<file path="src/rtl/dft_pkg.sv">
// dft_pkg: shared types and helpers for the DFT frame dispatcher
package dft_pkg;
  typedef enum logic {IN_IDLE, IN_FRAME} in_state_t;
  function automatic int sel_w(input int n);
    return (n < 2) ? 1 : $clog2(n);
  endfunction
endpackage

</file>
<file path="src/rtl/order_fifo.sv">
// order_fifo: synchronous FIFO of core indices recording frame dispatch order
module order_fifo #(
  parameter int W     = 1,
  parameter int DEPTH = 4
) (
  input  logic         clk,
  input  logic         rst_n,
  input  logic         push,
  input  logic         pop,
  input  logic [W-1:0] din,
  output logic [W-1:0] dout,
  output logic         full,
  output logic         empty
);
  localparam int AW = $clog2(DEPTH);
  logic [W-1:0]  r_mem [DEPTH];
  logic [AW-1:0] r_wp, r_rp;
  logic [AW:0]   r_cnt;
  logic          w_push, w_pop;
  assign w_push = push & ~full;
  assign w_pop  = pop & ~empty;
  assign dout   = r_mem[r_rp];
  assign full   = r_cnt == (AW+1)'(DEPTH);
  assign empty  = r_cnt == '0;
  always_ff @(posedge clk)
    if (w_push) r_mem[r_wp] <= din;
  always_ff @(posedge clk) begin
    if (!rst_n) begin
      r_wp  <= '0;
      r_rp  <= '0;
      r_cnt <= '0;
    end else begin
      if (w_push) r_wp <= r_wp + 1'b1;
      if (w_pop) r_rp <= r_rp + 1'b1;
      r_cnt <= r_cnt + (AW+1)'(w_push) - (AW+1)'(w_pop);
    end
  end
endmodule

</file>
<file path="src/rtl/dft_frame_dispatcher.sv">
// dft_frame_dispatcher: round-robin frame distribution over NUM_CORES DFT cores
// with in-order, registered collection of their output frames.
module dft_frame_dispatcher
  import dft_pkg::*;
#(
  parameter int wData       = 18,
  parameter int wPts        = 12,
  parameter int NUM_CORES   = 2,
  parameter int ORDER_DEPTH = 4
) (
  input  logic                      clk,
  input  logic                      rst_n,
  input  logic                      sink_valid,
  input  logic                      sink_sop,
  input  logic                      sink_eop,
  output logic                      sink_ready,
  input  logic [wData-1:0]          sink_real,
  input  logic [wData-1:0]          sink_imag,
  input  logic [wPts-1:0]           dftpts_in,
  input  logic                      inverse,
  output logic [NUM_CORES-1:0]      core_sink_valid,
  input  logic [NUM_CORES-1:0]      core_sink_ready,
  output logic                      core_sink_sop,
  output logic                      core_sink_eop,
  output logic [wData-1:0]          core_sink_real,
  output logic [wData-1:0]          core_sink_imag,
  output logic [wPts-1:0]           core_dftpts,
  output logic                      core_inverse,
  input  logic [NUM_CORES-1:0]      core_source_valid,
  input  logic [NUM_CORES-1:0]      core_source_sop,
  input  logic [NUM_CORES-1:0]      core_source_eop,
  output logic [NUM_CORES-1:0]      core_source_ready,
  input  logic [NUM_CORES*wData-1:0] core_source_real,
  input  logic [NUM_CORES*wData-1:0] core_source_imag,
  input  logic [NUM_CORES*wPts-1:0]  core_dftpts_out,
  output logic                      source_valid,
  output logic                      source_sop,
  output logic                      source_eop,
  input  logic                      source_ready,
  output logic [wData-1:0]          source_real,
  output logic [wData-1:0]          source_imag,
  output logic [wPts-1:0]           dftpts_out,
  output logic                      drop_pulse
);
  localparam int wSel = sel_w(NUM_CORES);
  localparam logic [wSel-1:0] LAST = wSel'(NUM_CORES - 1);
  in_state_t        r_state;
  logic [wSel-1:0]  r_in_sel;
  logic [wPts-1:0]  r_pts;
  logic             r_inv;
  logic             r_src_valid, r_src_sop, r_src_eop;
  logic [wData-1:0] r_src_real, r_src_imag;
  logic [wPts-1:0]  r_src_pts;
  logic             w_idle, w_full, w_empty, w_drop, w_acc, w_push, w_first;
  logic             w_rd, w_take, w_pop;
  logic [wSel-1:0]  w_out_sel;
  assign w_idle     = r_state == IN_IDLE;
  assign w_drop     = rst_n & w_idle & sink_valid & ~sink_sop;
  // a new frame may only start when the order FIFO can record it
  assign sink_ready = w_drop | (rst_n & core_sink_ready[r_in_sel] & ~(w_idle & w_full));
  assign drop_pulse = w_drop;
  assign w_acc      = sink_valid & sink_ready & ~w_drop;
  assign w_push     = w_acc & w_idle;
  assign w_first    = w_idle & sink_sop;
  assign core_sink_valid = {{(NUM_CORES-1){1'b0}}, w_acc} << r_in_sel;
  assign core_sink_sop   = sink_sop;
  assign core_sink_eop   = sink_eop;
  assign core_sink_real  = sink_real;
  assign core_sink_imag  = sink_imag;
  assign core_dftpts     = w_first ? dftpts_in : r_pts;
  assign core_inverse    = w_first ? inverse : r_inv;
  always_ff @(posedge clk) begin
    if (!rst_n) begin
      r_state  <= IN_IDLE;
      r_in_sel <= '0;
      r_pts    <= '0;
      r_inv    <= 1'b0;
    end else if (w_acc) begin
      if (w_push) begin
        r_pts <= dftpts_in;
        r_inv <= inverse;
      end
      r_state <= sink_eop ? IN_IDLE : IN_FRAME;
      if (sink_eop) r_in_sel <= (r_in_sel == LAST) ? '0 : r_in_sel + 1'b1;
    end
  end
  order_fifo #(.W(wSel), .DEPTH(ORDER_DEPTH)) u_order_fifo (
    .clk   (clk),
    .rst_n (rst_n),
    .push  (w_push),
    .pop   (w_pop),
    .din   (r_in_sel),
    .dout  (w_out_sel),
    .full  (w_full),
    .empty (w_empty)
  );
  // only the core owning the oldest outstanding frame is allowed to drain
  assign w_rd   = rst_n & ~w_empty & (~r_src_valid | source_ready);
  assign core_source_ready = {{(NUM_CORES-1){1'b0}}, w_rd} << w_out_sel;
  assign w_take = w_rd & core_source_valid[w_out_sel];
  assign w_pop  = w_take & core_source_eop[w_out_sel];
  always_ff @(posedge clk) begin
    if (!rst_n) begin
      r_src_valid <= 1'b0;
      r_src_sop   <= 1'b0;
      r_src_eop   <= 1'b0;
      r_src_real  <= '0;
      r_src_imag  <= '0;
      r_src_pts   <= '0;
    end else if (w_take) begin
      r_src_valid <= 1'b1;
      r_src_sop   <= core_source_sop[w_out_sel];
      r_src_eop   <= core_source_eop[w_out_sel];
      r_src_real  <= core_source_real[w_out_sel*wData +: wData];
      r_src_imag  <= core_source_imag[w_out_sel*wData +: wData];
      r_src_pts   <= core_dftpts_out[w_out_sel*wPts +: wPts];
    end else if (source_ready) begin
      r_src_valid <= 1'b0;
    end
  end
  assign source_valid = r_src_valid;
  assign source_sop   = r_src_sop;
  assign source_eop   = r_src_eop;
  assign source_real  = r_src_real;
  assign source_imag  = r_src_imag;
  assign dftpts_out   = r_src_pts;
endmodule

</file>
<file path="config.mk">
export PLATFORM = sky130hd
export DESIGN_NAME = dft_frame_dispatcher
export DESIGN_NICKNAME = d
export VERILOG_FILES = /design/src/rtl/dft_pkg.sv /design/src/rtl/order_fifo.sv /design/src/rtl/dft_frame_dispatcher.sv
export SDC_FILE = /design/constraint.sdc
export NUM_CORES = 1
export LEC_CHECK = 0
export CAP_MARGIN = 30
export CORE_ASPECT_RATIO = 1.25
export CORE_MARGIN = 3
export CORE_UTILIZATION = 36
export CTS_CLUSTER_SIZE = 8
export DETAILED_ROUTE_END_ITERATION = 8
export PLACE_DENSITY = 0.81
export SETUP_SLACK_MARGIN = 0.02
export SLEW_MARGIN = 20
export SYNTH_ARGS = -nofsm -noshare
export SYNTH_HDL_FRONTEND = slang
export SYNTH_SLANG_ARGS = --single-unit
export TNS_END_PERCENT = 1
</file>
<file path="constraint.sdc">
create_clock -name clk -period 3.2 [get_ports clk]
set_input_delay 0.8 -clock clk [delete_from_list [all_inputs] [get_ports clk]]
set_output_delay 0.8 -clock clk [all_outputs]
set_load 0.005 [all_outputs]
</file>
Word level (Yosys, flattened, before mapping)
Memories as Yosys holds them, arrays and structs flattened. A register that Yosys moved wholly into a read port is not among the register bits.
Index checks and enable logic that the tools add are counted.
{ "word_totals": {"ff_bits": 73, "ram_bits": 4, "in_bits": 159, "output_inout_bits": 108, "word_cells": 76, "n_memories": 1} }
{ "classes": {"addsub": 5, "multipliers": 2, "magnitude_cmp": 2, "n_eq_ne": 1, "shift": 5, "muxes": 18, "bitwise": 25, "n_reduce_logical": 4} }
{ "memory_table": {"columns": ["name", "depth", "word_bits", "read_ports", "rd_ports_with_merged_regs", "write_ports", "line_no", "text"], "rows": [
  ["u_order_fifo.r_mem", 4, 1, 1, 1, 1, "order_fifo.sv:16", "logic [W-1:0] r_mem [DEPTH];"]
]} }
{ "op_table": {"columns": ["op", "count"], "rows": [
  ["$shiftx 36x7->18", 2],
  ["$shiftx 24x6->12", 1],
  ["$and 1x1->1", 16],
  ["$mux 1", 15],
  ["$mux 12", 1],
  ["$not 1->1", 7],
  ["$mul 1x4->5 const B", 1],
  ["$add 2x1->2 const B", 2],
  ["$lt 1x2->1 const B", 2],
  ["$mux 2", 2],
  ["$reduce_and 2->1", 2],
  ["$shl 1x1->2", 2],
  ["$add 3x1->3", 1],
  ["$eq 3x3->1 const B", 1],
  ["$logic_not 3->1", 1],
  ["$mul 1x2->3 const B", 1],
  ["$sub 3x1->3", 1],
  ["$or 1x1->1", 2],
  ["$reduce_bool 2->1", 1],
  ["$add 1x1->1 const B", 1]
]} }

Logic depth before layout (Yosys ltp)
Gate-level depths: netlist (run 1).
{ "depth": {"ltp_word": 11, "depth_mapped": 11, "mapped_depth_nobuf": 10} }

Modules after synthesis
From an unflattened synthesis (run 1), not the netlist that was laid out.
{ "unflattened": {"cells_unflattened": 417, "area_unflattened_um2": 4110.2} }
{ "by_module_without_submodules": {"columns": ["module", "instances", "cells_each", "area_per_inst_um2", "seq_area_each_um2"], "rows": [
  ["dft_frame_dispatcher", 1, 362, 3474.6, 1321.3],
  ["order_fifo", 1, 55, 635.6, 300.3]
]} }

Least setup slack after synthesis (run 1)
Ideal clock, no wire load.
{ "synth_path": {"path_kind": "input to register", "startpoint": "in source_ready", "endpoint": "reg u_order_fifo.r_cnt[2]", "arrival_time_ps": 2531, "t_required_ps": 3085, "slack_ps": 554, "cell_stages": 10, "path_buffers": 0, "path_cell_list": "nand2b_1 -> and3_1 -> and2_1 -> ha_1 -> inv_1 -> ha_1 -> fa_1 -> xor2_1 -> xnor2_1 -> and2_1"} }
{ "synth_via": {"elab_chain_cells": 6} }
{ "synth_lines": {"columns": ["element", "line_no", "text"], "rows": [
  ["start, declared", "dft_frame_dispatcher.sv:39", "input logic source_ready,"],
  ["$or 1x1->1", "dft_frame_dispatcher.sv:98", "assign w_rd = rst_n & ~w_empty & (~r_src_valid | source_ready);"],
  ["$and 1x1->1", "dft_frame_dispatcher.sv:98", null],
  ["$and 1x1->1", "dft_frame_dispatcher.sv:100", "assign w_take = w_rd & core_source_valid[w_out_sel];"],
  ["$and 1x1->1", "dft_frame_dispatcher.sv:101", "assign w_pop = w_take & core_source_eop[w_out_sel];"],
  ["$and 1x1->1", "order_fifo.sv:21", "assign w_pop = pop & ~empty;"],
  ["via u_order_fifo.w_pop", "order_fifo.sv:19", "logic w_push, w_pop;"],
  ["$sub 3x1->3", "order_fifo.sv:35", "r_cnt <= r_cnt + (AW+1)'(w_push) - (AW+1)'(w_pop);"],
  ["end signal, assigned", "order_fifo.sv:35", null],
  ["end, declared", "order_fifo.sv:18", "logic [AW:0] r_cnt;"]
]} }
The timed path passes the listed nets, and every way through them passes these cells.
A chain may end at the register's enable or synchronous reset.

Worst setup path in the final report (run 1)
{ "layout_path": {"startpoint": "in core_sink_ready[1]", "endpoint": "out sink_ready"} }
{ "layout_via": {"elab_chain_cells": 5} }
{ "layout_lines": {"columns": ["element", "line_no", "text"], "rows": [
  ["start, declared", "dft_frame_dispatcher.sv:22", "input logic [NUM_CORES-1:0] core_sink_ready,"],
  ["$mux 1 (implied by the code) (2 in series)", "dft_frame_dispatcher.sv:60", "assign sink_ready = w_drop | (rst_n & core_sink_ready[r_in_sel] & ~(w_idle & w_full));"],
  ["$and 1x1->1 (2 in series)", "dft_frame_dispatcher.sv:60", null],
  ["$or 1x1->1", "dft_frame_dispatcher.sv:60", null],
  ["end, declared", "dft_frame_dispatcher.sv:16", "output logic sink_ready,"]
]} }
Every way passes these cells. The select of a mux whose other input is x is not followed.

==> results.md, run 1 <==
| Item | This run |
|---|---|
| Number of sinks on the clock net | 79 |
| Clock latency at the later pin of the worst-skew pair | 330 ps |
| Setup repair after global routing missed its margin | yes |
| Most frequently used flop master after synthesis | sky130_fd_sc_hd__dfxtp_1 |
| Placed cell count | 672 |
| Top-level port count | 267 |
| Reg power frac | 0.384 |
| Worst rel slew slack | 0.666 |
| Number of cells produced by synthesis | 391 |
| Residual overflow from global routing | 0 |
| Cell depth of the worst flop-to-flop path | 10 |
| Routed via count | 3266 |
| Final-stage net count | 717 |
| Cell Pwr Density | 462 nW/um2 |
| Met3 Use GR | 0.0583 |
| M2 GR Usage | 0.297 |
| Total Die Area | 12600 um2 |
| Number of buffers inserted by post-CTS setup repair | 0 |
| Most Crowded Layer GR | met2 |
| Final worst path period need | 3130 ps |
| Core Area | 10800 um2 |
| Leakage component of the power | 2.38 nW |
| DRC errors left | 0 |
| Number of synthesized register bits | 79 |
| Part of the total power dissipated in combinational logic | 0.213 |
| Start point of the worst min-delay path | source_real[12] |
| Met1 usage in global routing | 0.171 |
| Proportion of register bits with asynchronous set or reset after synthesis | 0 |
| Clk Tree Root Cell | sky130_fd_sc_hd__clkbuf_16 |
| Fin. Hold Viols | 0 |
| Leading cell types by total area after synthesis | sky130_fd_sc_hd__dfxtp_1 (37%), sky130_fd_sc_hd__mux2i_1 (29%), sky130_fd_sc_hd__buf_4 (7.0%) |
| Synthesized area per cell | 10.4 um2 |
| Nature of the critical path startpoint | primary input |
| CTS buffer count | 9 |
| Die extent in x | 101 um |
| Capture instance of the worst register-to-register path | u_order_fifo.r_cnt[2] |
| Part of the total power dissipated in the clock network | 0.403 |
| Switching power as a share of total power | 0.220 |
| Class of the most critical hold timing path | register to register |
| Average wire per standard cell | 15.9 um |
| DRT Pass-1 Iters | 4 |
| Clock-pin transition on the worst setup and hold timing paths | 60 ps |
| Cts-stage hold buffer count | 0 |
| Final Max Tran Viols | 0 |
| Antenna violations before repair | 0 |
| Total half-perimeter wirelength after legalization and detailed placement | 8.57 mm |
| Number of enable flip-flop cells after synthesis | 4 |
| First-pass GRT wire length | 16.9 mm |
| Run status | complete, no violations |
| Height of the die | 125 um |
| Storage cell area | 1620 um2 |
| Initial core utilization | 0.376 |
| Setup Skew | 7.65 ps |
| Nets in the synthesized netlist | 557 |
| Count of filler cells inserted in the layout | 910 |
| Critical path fanouts, max | 2 |
| Portion of synthesized cell area occupied by the leading cell type | 0.370 |
| VDD IR-drop max | 0.000240 V |
| Area of the multi-input gates | 2040 um2 |
| Data arrival time of the critical path | 2330 ps |
| Final wirelength | 10.9 mm |
| Total global routing track utilization | 0.169 |
| Worst slack on hold paths | 454 ps |
| Internal power component | 2.25 mW |
| Proportion of synthesized chip area in sequential cells | 0.400 |
| Count of different cell masters after synthesis | 33 |
| Pin slew with the least headroom to its limit | 499 ps |
| Max clock buf depth | 2 |
| Clock tree from TritonCTS | yes |
| Yosys warning count | 0 |
| Final std cells w/o fill | 688 |
| Library cell occupying the most area in the post-synthesis netlist | sky130_fd_sc_hd__dfxtp_1 |
| Number of instances on the worst hold path | 2 |
| Worst reg-to-reg setup slack | 330 ps |
| Net switching component of the power | 637 uW |
| Count of port buffers added during placement | 194 |
| Fraction of final layout cells with drive strength greater than 1 | 0.0971 |
| Worst setup EP type | output port |
| Routability-driven placement congestion ratio | 0.731 |
| Achievable clock frequency | 0.319 GHz |
| Area growth from synthesis to final layout | 54.5% |
| Number of maximum-capacitance violations | 0 |
| 1st-iter DRT viols | 44 |
| Number of H-tree levels | 3 |
| Diode insertion count for antenna repair | 0 |
| Final ANT Viol Nets | 0 |
| Final period utilization | 0.979 |
| Worst Path Required | 2400 ps |
| Total power | 2.89 mW |
| Number of global-route vias before repair | 3530 |
| Type of the setup path with the least slack | primary input to output port |
| Endpoint, Worst Hold | source_real[12] |
| Post-Place Setup Slack | -64.5 ps |
| Final critical-path setup slack | 65.8 ps |
| Mapped cell area | 4060 um2 |
| Pin count of the biggest net entering global routing | 41 |
| Via/cell ratio | 4.75 |
| Num rows | 42 |
| Final count of negative-setup-slack endpoints | 0 |
[kinds of logic after synthesis]
group / after synthesis / share of synthesized area
muxes: 131 / 0.334
adders and majority gates: 7 / 0.0234
AOI/OAI and AO/OA: 5 / 0.00864
DFF: 79 / 0.400
xor gates and xnor gates: 3 / 0.00648
buffers and inverters: 66 / 0.108
and+or+nand+nor: 100 / 0.120
[placed cells by master, fill, tap and decap left out, types with 2 or more instances in the layout]
cell type	n
sky130_fd_sc_hd__clkbuf_16	9
sky130_fd_sc_hd__nand3_1	2
sky130_fd_sc_hd__mux2_2	13
sky130_fd_sc_hd__xnor2_1	2
sky130_fd_sc_hd__nand2_1	56
sky130_fd_sc_hd__mux2i_1	115
sky130_fd_sc_hd__buf_4	14
sky130_fd_sc_hd__nor2_1	3
sky130_fd_sc_hd__nor2b_1	14
sky130_fd_sc_hd__dfxtp_1	75
sky130_fd_sc_hd__and2_1	12
sky130_fd_sc_hd__bufinv_16	3
sky130_fd_sc_hd__and3b_1	2
sky130_fd_sc_hd__inv_1	6
sky130_fd_sc_hd__nand2b_1	2
sky130_fd_sc_hd__clkdlybuf4s50_1	191
sky130_fd_sc_hd__edfxtp_1	4
sky130_fd_sc_hd__ha_1	6
[metrics by stage]
stage | TNS (ps) | utilization | instance area (um2)
after floorplan | 0 | - | 4060
after global placement | -262 | 0.545 | 5880
after detailed placement | -652 | 0.545 | 5880
after CTS | 0 | 0.579 | 6240
after global routing | 0 | 0.582 | 6270
final | 0 | 0.582 | 6270
[per-layer routing]
metal | up-vias | share of wire
met5 | - | 0
met4 | 0 | 0.040
met3 | 38 | 0.11
met2 | 155 | 0.49
met1 | 1472 | 0.36
li1 | 1601 | -
[power by group through the flow]
| stage | sequential [mW] | clock [mW] | combinational [mW] |
|---|---|---|---|
| 2_1_floorplan | 1.13 | 0 | 0.274 |
| 3_3_place_gp | 1.13 | 0 | 0.602 |
| 3_5_place_dp | 1.13 | 0 | 0.617 |
| 4_1_cts | 1.11 | 1.20 | 0.622 |
| 5_1_grt | 1.12 | 1.24 | 0.665 |
| 6_report | 1.11 | 1.17 | 0.615 |
[state kept, by name, indices dropped and copies added, names as in the netlist, named ones only]
signal and cells:
source_imag 18, source_real 18, dftpts_out 12, r_pts 12, u_order_fifo.r_mem 4, u_order_fifo.r_cnt 3
u_order_fifo.r_rp 2, u_order_fifo.r_wp 2, r_in_sel 1, r_inv 1, r_state 1, source_eop 1
source_sop 1, source_valid 1
[what timing repair did]
| item | in CTS | in global routing |
|---|---|---|
| resized for setup | 4 | 6 |
| pin swaps | 0 | 1 |
| hold endpoints to repair | 0 | 0 |
| endpoints found under the setup margin | 15 | 3 |
[worst max-delay path by stage]
| stage | slack, ps | start | to |
|---|---|---|---|
| 2_1_floorplan | 550 | source_ready | u_order_fifo.r_cnt[2] |
| 3_3_place_gp | -30 | sink_sop | core_dftpts[6] |
| 3_5_place_dp | -60 | sink_sop | core_dftpts[9] |
| 4_1_cts | 20 | sink_valid | core_sink_valid[0] |
| 5_1_grt | 10 | core_sink_ready[1] | sink_ready |
| 6_report | 70 | core_sink_ready[1] | sink_ready |
[critical path: stages]
cell and delay (ps):
sky130_fd_sc_hd__clkdlybuf4s50_1 410, sky130_fd_sc_hd__mux2i_2 250, sky130_fd_sc_hd__buf_4 170, sky130_fd_sc_hd__nor2_1 40
sky130_fd_sc_hd__a21o_1 200, sky130_fd_sc_hd__clkdlybuf4s50_1 450
[Yosys cell counts (all sizes together), types with 4 or more instances]
| library cell | count |
|---|---|
| and2 | 12 |
| buf | 51 |
| clkbuf | 9 |
| dfxtp | 75 |
| edfxtp | 4 |
| ha | 6 |
| inv | 6 |
| mux2 | 13 |
| mux2i | 117 |
| nand2 | 56 |
| nor2 | 4 |
| nor2b | 16 |
[area by class of cell]
cell class / count / share of cell area
Clock buffer: 11 / 0.0387
Clock inverter: 5 / 0.0170
Inverter: 6 / 0.00359
Multi-Input combinational cell: 246 / 0.326
Sequential cell: 79 / 0.259
Tap cell: 132 / 0.0264
Timing Repair Buffer: 209 / 0.329
(Power assumes the default switching activity.)
==> inputs of run 2 (changes only) <==
- PLACE_DENSITY: 0.81 -> 0.77
==> run 2 against run 1 <==
  * Sequential power hardly changed
  * Highest routed layer unchanged
  * Clock power is 8% lower
  * Largest power group is now sequential cells
  * First-iteration DRC count is 57% higher
  * Final area is 0.36% lower
  * Combinational power hardly changed
  * Worst hold slack better by 1.7 ps
  * Largest cell class unchanged
  * Total power is 3.0% lower
  * Non-clock buffer count is 1 higher
  * Critical endpoint unchanged
  * Flip-flop and latch count stayed put
  * Fmax is 0.72% higher
  * Cell count stayed put
==> results.md, run 2 (synthesis results as in run 1) <==
| Item | This run | vs previous |
|---|---|---|
| Run status | complete, no violations |  |
| Setup repair after global routing missed its margin | no |  |
| Number of buffers inserted by post-CTS setup repair | 0 | unchanged |
| Clock latency at the later pin of the worst-skew pair | 330 ps | about the same |
| Final-stage net count | 718 | +0.14% |
| Number of sinks on the clock net | 79 | unchanged |
| Clock tree from TritonCTS | yes |  |
| Pin count of the biggest net entering global routing | 34 | -17% |
| Via/cell ratio | 4.76 | +0.18% |
| Cts-stage hold buffer count | 0 | unchanged |
| Routability-driven placement congestion ratio | 0.717 | -2.0% |
| First-pass GRT wire length | 17.4 mm | +3.2% |
| CTS buffer count | 9 | unchanged |
| Antenna violations before repair | 0 | unchanged |
| Type of the setup path with the least slack | primary input to output port |  |
| Data arrival time of the critical path | 2310 ps | -20 ps |
| Worst Path Required | 2400 ps | about the same |
| Total half-perimeter wirelength after legalization and detailed placement | 8.76 mm | +2.2% |
| Number of H-tree levels | 3 | unchanged |
| Worst rel slew slack | 0.493 | -0.173 |
| Cell Pwr Density | 449 nW/um2 | -2.7% |
| Pin slew with the least headroom to its limit | 750 ps | +251 ps |
| Clk Tree Root Cell | sky130_fd_sc_hd__clkbuf_16 |  |
| Max clock buf depth | 2 | unchanged |
| Worst reg-to-reg setup slack | 380 ps | +50 ps |
| Top-level port count | 267 | unchanged |
| Leading cell types in the layout, fill and taps excluded | sky130_fd_sc_hd__clkdlybuf4s50_1 (187), sky130_fd_sc_hd__mux2i_1 (115), sky130_fd_sc_hd__dfxtp_1 (75), sky130_fd_sc_hd__nand2_1 (56), sky130_fd_sc_hd__nor2b_1 (15) |  |
| Average wire per standard cell | 16.2 um | +2.1% |
| Setup Skew | 7.71 ps | +0.0651 ps |
| Total Die Area | 12600 um2 | unchanged |
| Total power | 2.81 mW | -3.0% |
| Worst setup EP type | output port |  |
| DRC errors left | 0 | unchanged |
| Diode insertion count for antenna repair | 0 | unchanged |
| Number of maximum-capacitance violations | 0 | unchanged |
| Fin. Hold Viols | 0 | unchanged |
| VDD IR-drop max | 0.000273 V | +14% |
| 1st-iter DRT viols | 69 | +57% |
| Final wirelength | 11.1 mm | +2.1% |
| DRT Pass-1 Iters | 4 | unchanged |
| Num rows | 42 | unchanged |
| Die extent in x | 101 um | unchanged |
| Final ANT Viol Nets | 0 | unchanged |
| Final Max Tran Viols | 0 | unchanged |
| Fraction of final layout cells with drive strength greater than 1 | 0.0917 | -0.00540 |
| Most common library cell in the layout ignoring fill and taps | sky130_fd_sc_hd__clkdlybuf4s50_1 |  |
| Count of port buffers added during placement | 194 | unchanged |
| Critical path fanouts, max | 2 | unchanged |
| Core Area | 10800 um2 | unchanged |
| Number of global-route vias before repair | 3494 | -1.0% |
| Residual overflow from global routing | 0 | unchanged |
| Routed via count | 3272 | +0.18% |
| Final period utilization | 0.972 | -0.00702 |
| Nature of the critical path startpoint | primary input |  |
| Achievable clock frequency | 0.321 GHz | +0.72% |
| Final worst path period need | 3110 ps | -22.5 ps |
| Final count of negative-setup-slack endpoints | 0 | unchanged |
| Clock-pin transition on the worst setup and hold timing paths | 60 ps | about the same |
| Height of the die | 125 um | unchanged |
| Total global routing track utilization | 0.176 | +0.00692 |
| Leakage component of the power | 2.41 nW | +1.4% |
| Area growth from synthesis to final layout | 54.0% |  |
| Summed negative setup slack over all endpoints | 0 ps | unchanged |
| Initial core utilization | 0.376 | unchanged |
| Class of the most critical hold timing path | register to register |  |
run 2: per-stage QoR:
stage	hold slack (ps)	area (um2)	worst slack (ps)	cells	util
global placement	442	5890	-36.9	672	0.547
floorplan	427	4060	554	391	-
global route	471	6240	10.2	688	0.580
finish	455	6240	88.2	688	0.580
CTS	458	6210	-51.3	688	0.577
detailed placement	448	5890	-95.0	672	0.547
run 2: final timing paths:
kind	start	end	cells past startpoint
worst max-delay path	core_sink_ready[0]	sink_ready	6
worst min-delay path	source_real[16]	source_real[16]	2
worst max register to register	u_order_fifo.r_mem[3]	u_order_fifo.r_cnt[2]	10
worst min register to register	source_real[16]	source_real[16]	2
run 2: routing by layer:
metal,part of all wire,vias to the layer above,GRT usage,wire [um]
met5,0,-,0,0
met4,0.028,0,0.0822,310
met3,0.11,32,0.0633,1230
met2,0.51,138,0.313,5670
met1,0.35,1496,0.178,3940
li1,-,1606,-,-
run 2: critical path, cell delays in order:
cell and delay (ps):
sky130_fd_sc_hd__clkdlybuf4s50_1 430, sky130_fd_sc_hd__mux2i_2 230, sky130_fd_sc_hd__buf_4 170, sky130_fd_sc_hd__nor2_1 40
sky130_fd_sc_hd__a21o_1 200, sky130_fd_sc_hd__clkdlybuf4s50_1 450
run 2: what timing repair did:
action / 4_1_cts / 5_1_grt
setup endpoints to repair: 15 / 16
cloned: 1 / 0
pin swaps: 0 / 1
gates resized for setup: 6 / 8
run 2: cell type report:
class / instances / area (um2)
Timing Repair Buffer: 210 / 2090
Clock buffer: 12 / 246
Sequential cell: 79 / 1620
Multi-Input combinational cell: 246 / 2030
Fill cell: 906 / 4530
Tap cell: 132 / 165
Inverter: 6 / 22.5
Clock inverter: 3 / 67.6
run 2: where the power goes:
| part | switching [mW] | internal (mW) |
|---|---|---|
| registers | 0.0426 | 1.07 |
| logic | 0.215 | 0.403 |
| clock network | 0.375 | 0.700 |
